==> config.mk <==
export PLATFORM = sky130hd
export DESIGN_NAME = cache_ctrl_wt
export DESIGN_NICKNAME = d
export VERILOG_FILES = /design/src/rtl/cache_ctrl_wt.sv
export SDC_FILE = /design/constraint.sdc
export NUM_CORES = 1
export LEC_CHECK = 0
export BUFFER_PORTS_ARGS = -buffer_cell sky130_fd_sc_hd__buf_2
export CAP_MARGIN = 0
export CORE_MARGIN = 5
export CORE_UTILIZATION = 50
export CTS_CLUSTER_SIZE = 16
export DETAILED_ROUTE_END_ITERATION = 8
export GPL_ROUTABILITY_DRIVEN = 1
export PLACE_DENSITY_LB_ADDON = 0.05
export REMOVE_ABC_BUFFERS = 1
export SYNTH_ARGS = -nofsm -noshare
export SYNTH_HDL_FRONTEND = slang
export SYNTH_SLANG_ARGS = --single-unit
==> constraint.sdc <==
create_clock -name clk_i -period 6.5 [get_ports clk_i]
set_input_delay 1.625 -clock clk_i [delete_from_list [all_inputs] [get_ports clk_i]]
set_output_delay 1.625 -clock clk_i [all_outputs]
set_load 0.05 [all_outputs]
==> src/rtl/cache_ctrl_wt.sv <==
// Sequencing FSM for a 32-line, 4-word direct-mapped write-through data cache (no-write-allocate).
// Owns the tag/valid array, stalls the CPU on misses and stores, and handshakes with main memory.
module cache_ctrl_wt #(
  parameter int ADDR_W = 10,
  parameter int CNT_W  = 16
) (
  input  logic              clk_i,
  input  logic              rst_ni,
  input  logic              cpu_rd_i,
  input  logic              cpu_wr_i,
  input  logic [ADDR_W-1:0] cpu_addr_i,
  input  logic [31:0]       cpu_wdata_i,
  output logic              cpu_stall_o,
  output logic [4:0]        cache_index_o,
  output logic [1:0]        cache_offset_o,
  output logic              cache_we_o,
  output logic              cache_miss_o,
  output logic              cache_ready_o,
  output logic              mem_rd_o,
  output logic              mem_wr_o,
  output logic [ADDR_W-1:0] mem_addr_o,
  output logic [31:0]       mem_wdata_o,
  input  logic              mem_ready_i,
  output logic [CNT_W-1:0]  hit_cnt_o,
  output logic [CNT_W-1:0]  miss_cnt_o
);

  localparam int TAG_W = ADDR_W - 7;
  localparam int LINES = 32;

  typedef enum logic [1:0] {
    IDLE,
    MEM_RD,
    REFILL,
    MEM_WR
  } state_e;

  state_e              state_q, state_d;
  logic [ADDR_W-1:0]   addr_q, addr_d;
  logic [31:0]         wdata_q, wdata_d;
  logic [LINES-1:0]    valid_q;
  logic [TAG_W-1:0]    tag_q [LINES];
  logic [CNT_W-1:0]    hit_cnt_q, miss_cnt_q;

  logic [ADDR_W-1:0]   sel_addr;
  logic [TAG_W-1:0]    sel_tag;
  logic [4:0]          sel_index;
  logic [1:0]          sel_offset;
  logic                hit;

  logic                stall;
  logic                we;
  logic                miss;
  logic                ready;
  logic                mem_rd;
  logic                mem_wr;
  logic [ADDR_W-1:0]   mem_addr;
  logic [31:0]         mem_wdata;
  logic                fill;
  logic                hit_inc;
  logic                miss_inc;

  // In IDLE the lookup uses the live CPU address so read hits complete in the same cycle.
  assign sel_addr   = (state_q == IDLE) ? cpu_addr_i : addr_q;
  assign sel_tag    = sel_addr[ADDR_W-1:7];
  assign sel_index  = sel_addr[6:2];
  assign sel_offset = sel_addr[1:0];
  assign hit        = valid_q[sel_index] && (tag_q[sel_index] == sel_tag);

  always_comb begin
    state_d   = state_q;
    addr_d    = addr_q;
    wdata_d   = wdata_q;
    stall     = 1'b0;
    we        = 1'b0;
    miss      = 1'b0;
    ready     = 1'b0;
    mem_rd    = 1'b0;
    mem_wr    = 1'b0;
    mem_addr  = '0;
    mem_wdata = '0;
    fill      = 1'b0;
    hit_inc   = 1'b0;
    miss_inc  = 1'b0;

    unique case (state_q)
      IDLE: begin
        // A simultaneous read and write request is resolved as a write.
        if (cpu_wr_i) begin
          stall   = 1'b1;
          addr_d  = cpu_addr_i;
          wdata_d = cpu_wdata_i;
          state_d = MEM_WR;
        end else if (cpu_rd_i) begin
          if (hit) begin
            hit_inc = 1'b1;
          end else begin
            stall   = 1'b1;
            addr_d  = cpu_addr_i;
            wdata_d = cpu_wdata_i;
            state_d = MEM_RD;
          end
        end
      end

      MEM_RD: begin
        mem_rd   = 1'b1;
        mem_addr = {addr_q[ADDR_W-1:2], 2'b00};
        stall    = 1'b1;
        if (mem_ready_i) begin
          state_d = REFILL;
        end
      end

      REFILL: begin
        miss     = 1'b1;
        ready    = 1'b1;
        fill     = 1'b1;
        miss_inc = 1'b1;
        state_d  = IDLE;
      end

      MEM_WR: begin
        mem_wr    = 1'b1;
        mem_addr  = addr_q;
        mem_wdata = wdata_q;
        stall     = 1'b1;
        // No-write-allocate: only a write hit touches the data array.
        if (mem_ready_i) begin
          stall    = 1'b0;
          we       = hit;
          hit_inc  = hit;
          miss_inc = ~hit;
          state_d  = IDLE;
        end
      end

      default: state_d = IDLE;
    endcase
  end

  always_ff @(posedge clk_i or negedge rst_ni) begin
    if (!rst_ni) begin
      state_q <= IDLE;
      addr_q  <= '0;
      wdata_q <= '0;
    end else begin
      state_q <= state_d;
      addr_q  <= addr_d;
      wdata_q <= wdata_d;
    end
  end

  always_ff @(posedge clk_i or negedge rst_ni) begin
    if (!rst_ni) begin
      valid_q <= '0;
      for (int i = 0; i < LINES; i++) begin
        tag_q[i] <= '0;
      end
    end else if (fill) begin
      valid_q[sel_index] <= 1'b1;
      tag_q[sel_index]   <= sel_tag;
    end
  end

  // Statistics counters stick at all-ones instead of wrapping.
  always_ff @(posedge clk_i or negedge rst_ni) begin
    if (!rst_ni) begin
      hit_cnt_q  <= '0;
      miss_cnt_q <= '0;
    end else begin
      if (hit_inc && (hit_cnt_q != '1)) begin
        hit_cnt_q <= hit_cnt_q + CNT_W'(1);
      end
      if (miss_inc && (miss_cnt_q != '1)) begin
        miss_cnt_q <= miss_cnt_q + CNT_W'(1);
      end
    end
  end

  // Outputs are forced low while reset is held so a pending request drops immediately.
  assign cpu_stall_o    = rst_ni & stall;
  assign cache_index_o  = rst_ni ? sel_index : '0;
  assign cache_offset_o = rst_ni ? sel_offset : '0;
  assign cache_we_o     = rst_ni & we;
  assign cache_miss_o   = rst_ni & miss;
  assign cache_ready_o  = rst_ni & ready;
  assign mem_rd_o       = rst_ni & mem_rd;
  assign mem_wr_o       = rst_ni & mem_wr;
  assign mem_addr_o     = rst_ni ? mem_addr : '0;
  assign mem_wdata_o    = rst_ni ? mem_wdata : '0;
  assign hit_cnt_o      = hit_cnt_q;
  assign miss_cnt_o     = miss_cnt_q;

endmodule

### After elaboration in Yosys (flattened, before gate mapping)

Index checks and enable logic that the tools add are counted.

| word-level totals | value |
|---|---|
| input bits | 47 |
| output and inout port bits | 87 |
| bits in registers | 204 |

| operators by class | value |
|---|---|
| add/subtract/negate cells | 2 |
| magnitude comparators | 4 |
| muxes and demuxes | 45 |
| reduce and logical (&&, ||, !) cells | 9 |
| bitwise logic cells | 8 |
| eq/ne operators | 11 |

Operators with widths:

| operator | number |
|---|---|
| $mux W32 | 5 |
| $bwmux W96 | 1 |
| $mux W10 | 5 |
| $add A16 B1 Y16 const B | 2 |
| $ne A16 B16 Y1 const B | 2 |
| $or A32 B32 Y32 | 1 |
| $pmux W10 S2 | 1 |
| $bmux W3 S5 | 1 |
| $demux W3 S5 | 1 |
| $mux W1 | 15 |
| $mux W2 | 6 |
| $mux W3 | 3 |
| $pmux W2 S4 | 1 |
| $ge A6 B6 Y1 const B | 1 |
| $lt A5 B6 Y1 const B | 1 |
| $lt A6 B1 Y1 const B | 1 |
| $ne A2 B2 Y1 const B | 3 |
| $ne A3 B3 Y1 const B | 2 |
| $not A5 Y6 | 1 |
| $and A1 B1 Y1 | 5 |
| $bmux W1 S5 | 1 |
| $demux W1 S5 | 1 |
| $ge A5 B1 Y1 const B | 1 |
| $logic_and A1 B1 Y1 | 5 |
| other kinds (11) | 13 |

### Depth between registers and ports, before layout

| depth | value |
|---|---|
| word-level depth | 13 |
| depth in mapped cells | 17 |
| gate-level depth less buffers | 12 |

### Worst setup path before layout

Ideal clock, no wire load.

| timing | value |
|---|---|
| path type | in2out |
| start point | input cpu_addr_i[2] |
| end point | output cpu_stall_o |
| cell stages on the path | 13 |
| arrival | 4.430 ns |
| path slack | 0.445 ns |
| buffers on the path | 3 |
| cell sequence | mux2_1 > buf_4 > buf_6 > mux2i_1 > a32oi_1 > o21ai_0 > or3_1 > xor2_1 > nor4_4 > nand2b_1 > a21boi_2 > buf_6 > o311a_1 |

| between the ends | value |
|---|---|
| longest elaborated chain between the ends | 12 |

RTL lines:

| what | RTL line | RTL |
|---|---|---|
| from (decl) | 11 | `input logic [ADDR_W-1:0] cpu_addr_i,` |
| $mux W10 * | 64 | `assign sel_addr = (state_q == IDLE) ? cpu_addr_i : addr_q;` |
| $not A5 Y6 (not written as such) | 68 | `assign hit = valid_q[sel_index] && (tag_q[sel_index] == sel_tag);` |
| $bmux W3 S5 | 68 |  |
| $mux W3 (not written as such) (2 in series) | 68 |  |
| $eq A3 B3 Y1 | 68 |  |
| $logic_and A1 B1 Y1 * | 68 |  |
| $mux W1 * | 95 | `if (hit) begin` |
| $mux W1 * | 94 | `end else if (cpu_rd_i) begin` |
| $mux W1 * | 89 | `if (cpu_wr_i) begin` |
| $pmux W1 S3 * | 86 | `unique case (state_q)` |
| $and A1 B1 Y1 * | 182 | `assign cpu_stall_o = rst_ni & stall;` |
| to (decl) | 13 | `output logic cpu_stall_o,` |

Mark *: on every way between the ends. The rest lies on a longest branch, timed or not. The select of a mux whose other input is x is not followed.

### Worst setup path in the final report

| timing | value |
|---|---|
| start point | input cpu_addr_i[3] |
| end point | output cpu_stall_o |

Same word-level chain as after synthesis.

==> qor.txt <==
======================================================================================
Critical path launch point type                                              input pin
Cell seen most often among critical-path stages                                  buf_2
Hold/Removal Path Class                                                     reg -> reg
Critical Setup Path Class                                                    in -> out
Part of the power in combinational logic                                         41.4%
CP Buf/Inv Count                                                                     3
Mux contribution to synthesized area                                             8.44%
Number of pins exceeding their max-slew limit in the final report                    0
Register-to-register setup slack                                               1.99 ns
Post-synthesis simple-gate area fraction                                         19.7%
Count of pins on the block boundary                                                134
Layout net count                                                                  1142
Cell accounting for the most synthesized area                                  dfrtp_1
CP Cell Sequence                                                          buf_2 -> nand3b_2 -> buf_4 -> a21oi_1 -> o41ai_1 -> o21ai_0 -> or3_1 -> xor2_1 -> nor4_4 -> nand2b_1 -> a21boi_4 -> o311a_1 -> buf_2
GR Overflow Total                                                                    0
Number of max-cap violations                                                         0
Global-route wire length before repair                                         42.5 mm
Vertical die dimension                                                          149 um
Cell count after placement                                                        1328
Synthesized instance count                                                         963
Worst Path Required                                                            4.88 ns
Share of cells above drive strength 1                                            20.1%
Synthesized-area fraction occupied by xor and xnor cells                         2.80%
Clock network fraction of design power                                           22.1%
Vias after detailed routing                                                       7651
Total of warnings raised by yosys                                                    0
Initial antenna violation count                                                      0
1st-pass router iterations                                                           5
Most used standard cell by instance count after synthesis                      dfrtp_1
Leading cell types by total area after synthesis                          dfrtp_1 (53%), nand2_1 (7.1%), o21ai_0 (4.8%)
Average wire per cell in the routed design                                     19.2 um
Cell chosen for the clock root                                               clkbuf_16
Cell depth of the worst setup path                                                  13
Number of cells on the worst hold path                                               1
Instance area after placement                                               10600 um^2
Crit path launch                                                          cpu_addr_i[3]
DRC violations left                                                                  0
Async set-or-reset flop fraction in the synthesized netlist                       100%
Seq pwr share                                                                    36.5%
Remaining antenna violation count after routing                                      0
Commonest cells post-synth                                                dfrtp_1 (204), nand2_1 (183), o21ai_0 (94)
Part of the Yosys area used for sequential elements                              52.6%
Post_cts resized                                                                     0
Hold wc startpoint                                                         valid_q[29]
Total of endpoints with negative setup slack in the final report                     0
Share of the synthesized area in the top cell type                               52.6%
Number of cells on the worst reg-to-reg path                                        13
CP max stage delay                                                             0.41 ns
VDD IR max                                                                    0.325 mV
Core area                                                                   19300 um^2
Number of placement rows                                                            51
Final design area excluding fillers                                         11400 um^2
Fillers                                                                           1722
Transition time at the pin with the least slew margin                          1.08 ns
Die X                                                                           149 um
WL final                                                                       26.3 mm
Start of the worst register-to-register path                                state_q[0]
Mapped Avg Cell Area                                                         10.1 um^2
Antenna cell count                                                                   0
Top_reg_cell synth                                                             dfrtp_1
Final worst-path cycle share                                                     96.0%
Area growth syn-to-layout                                                        16.9%
Clock tree from TritonCTS                                                         done
Post-CTS setup buffer count                                                          0
Main combinational cell family by area after synthesis                    simple AND/OR/NAND/NOR gates
Leak pwr                                                                    0.00553 uW
End point of the most critical hold path                                   valid_q[29]
Unrepaired setup endpoints after global routing                                  false
Sw Share                                                                         41.6%
Initial drt markers                                                                473
Die Area                                                                    22300 um^2
Final worst clock skew                                                      0.00828 ns
Post-CTS Hold Buffers                                                                0
Final HPWL DP                                                                  18.1 mm
Switching power of the nets                                                    2410 uW
Port bufs                                                                          133
Clk_lat worst skew                                                             0.52 ns
Filler-free cell count of the finished design                                     1369
Max Root-Sink Buffers                                                                3
Post-synthesis instance area                                                 9710 um^2
Total internal power                                                           3380 uW
Worst slew margin relative to its limit                                          27.6%
Adder-cell share of the synthesized area                                        0.902%
Achievable frequency                                                           160 MHz
Number of storage elements in the synthesis netlist                                204
Via count of the first global-routing pass                                        7602
Final RePlAce weighted congestion                                                0.949
Post-layout minimum cycle time                                                 6.24 ns
Cell family with most CP delay                                            simple AND/OR/NAND/NOR gates
Number of flops mapped to enable cells by yosys                                      0
Final count of hold timing violations                                                0
Initial Util                                                                     50.4%
TritonCTS Sinks                                                                    204
Endpoint arrival time on the critical path                                     4.62 ns
Endpoint class of the critical path                                         output pin
Run status                                                                complete, no violations
Routed via count divided by cell count                                            5.59
Reg-to-reg critical path endpoint                                           wdata_q[0]
Global routing usage summed across all routing layers                            24.1%
H-Tree Level Count                                                                   1
Largest driver fanout on the critical path                                           8
Worst path slowest cell                                                        o41ai_1
Clock slew at the register clock pins of the worst setup and hold paths        0.06 ns
Number of distinct library cells after synthesis                                    57
Complex-gate fraction of the synthesized area                                    11.9%
Number of clock buffers inserted by TritonCTS                                       23
Largest net degree at the start of global routing                                  109
Power per standard cell area                                               510 nW/um^2
======================================================================================
## routing by layer
layer / GRT usage [%] / vias up / part of all wire [%]
met5: 0 / - / 0
met4: 6.68 / 0 / 3.0
met3: 5.50 / 63 / 7.4
met2: 36.0 / 259 / 43
met1: 35.5 / 3717 / 46
li1: - / 3612 / -
## state kept, by name (all words and copies together), names as in the netlist
signal	cells
tag_q	96
valid_q	32
wdata_q	32
hit_cnt_o	16
miss_cnt_o	16
addr_q	10
state_q	2
## cells in the final DEF, fill, tap and decap left out, types with 6 or more instances in the layout
| cell | count |
|---|---|
| buf_2 | 132 |
| nor2_1 | 26 |
| nor2b_1 | 16 |
| and3_1 | 42 |
| nand2b_1 | 33 |
| clkbuf_16 | 23 |
| xor2_1 | 16 |
| o21ai_0 | 94 |
| mux2_1 | 40 |
| a32oi_1 | 7 |
| inv_1 | 9 |
| and2_1 | 9 |
| o41ai_1 | 13 |
| buf_4 | 21 |
| mux2i_1 | 12 |
| nand4_1 | 17 |
| nor4_1 | 7 |
| clkbuf_8 | 6 |
| mux2_2 | 9 |
| a21oi_1 | 69 |
| nand3_1 | 25 |
| dfrtp_1 | 204 |
| nand2_1 | 183 |
| xnor2_1 | 15 |
| ha_1 | 7 |
## worst max path at each step
stage	slack, ns	end
after floorplan	-0.75	cpu_stall_o
after global placement	0.30	cpu_stall_o
after detailed placement	0.30	cpu_stall_o
after CTS	0.26	cpu_stall_o
after global routing	0.01	cpu_stall_o
final	0.26	cpu_stall_o
## layout make-up
type	instances	area, um^2	share of cell area [%]
clock buffer	34	677	5.96
clock inverter	7	75.1	0.661
sequential	204	5100	45.0
multi-input combinational	694	4260	37.5
timing repair buffer	156	873	7.69
tap	265	332	2.92
inverter	9	33.8	0.297
## logic make-up after synthesis
family                     count (synthesis)
adders and majority gates                  7
DFF                                      204
muxes                                     70
AOI/OAI and AO/OA                        201
buffers and inverters                     65
xor gates and xnor gates                  31
and+or+nand+nor                          385
## through the flow
step | power (uW) | setup WS (ns) | hold WS, ns | setup TNS, ns | utilization [%]
2_1_floorplan | 3640 | -0.750 | 0.435 | -0.750 | -
3_3_place_gp | 4500 | 0.300 | 0.453 | 0 | 55.0
3_5_place_dp | 4520 | 0.297 | 0.454 | 0 | 55.0
4_1_cts | 5820 | 0.256 | 0.470 | 0 | 58.9
5_1_grt | 6160 | 0.0120 | 0.488 | 0 | 58.9
6_report | 5790 | 0.260 | 0.470 | 0 | 58.9
## power groups by stage
stage	registers (uW)	clock network [uW]	logic [uW]
after floorplan	2050	0	1590
after global placement	2130	0	2370
after detailed placement	2110	0	2400
after CTS	2110	1310	2410
after global routing	2170	1360	2630
final	2110	1280	2400
Note: power is estimated with default switching activity, not from simulation.
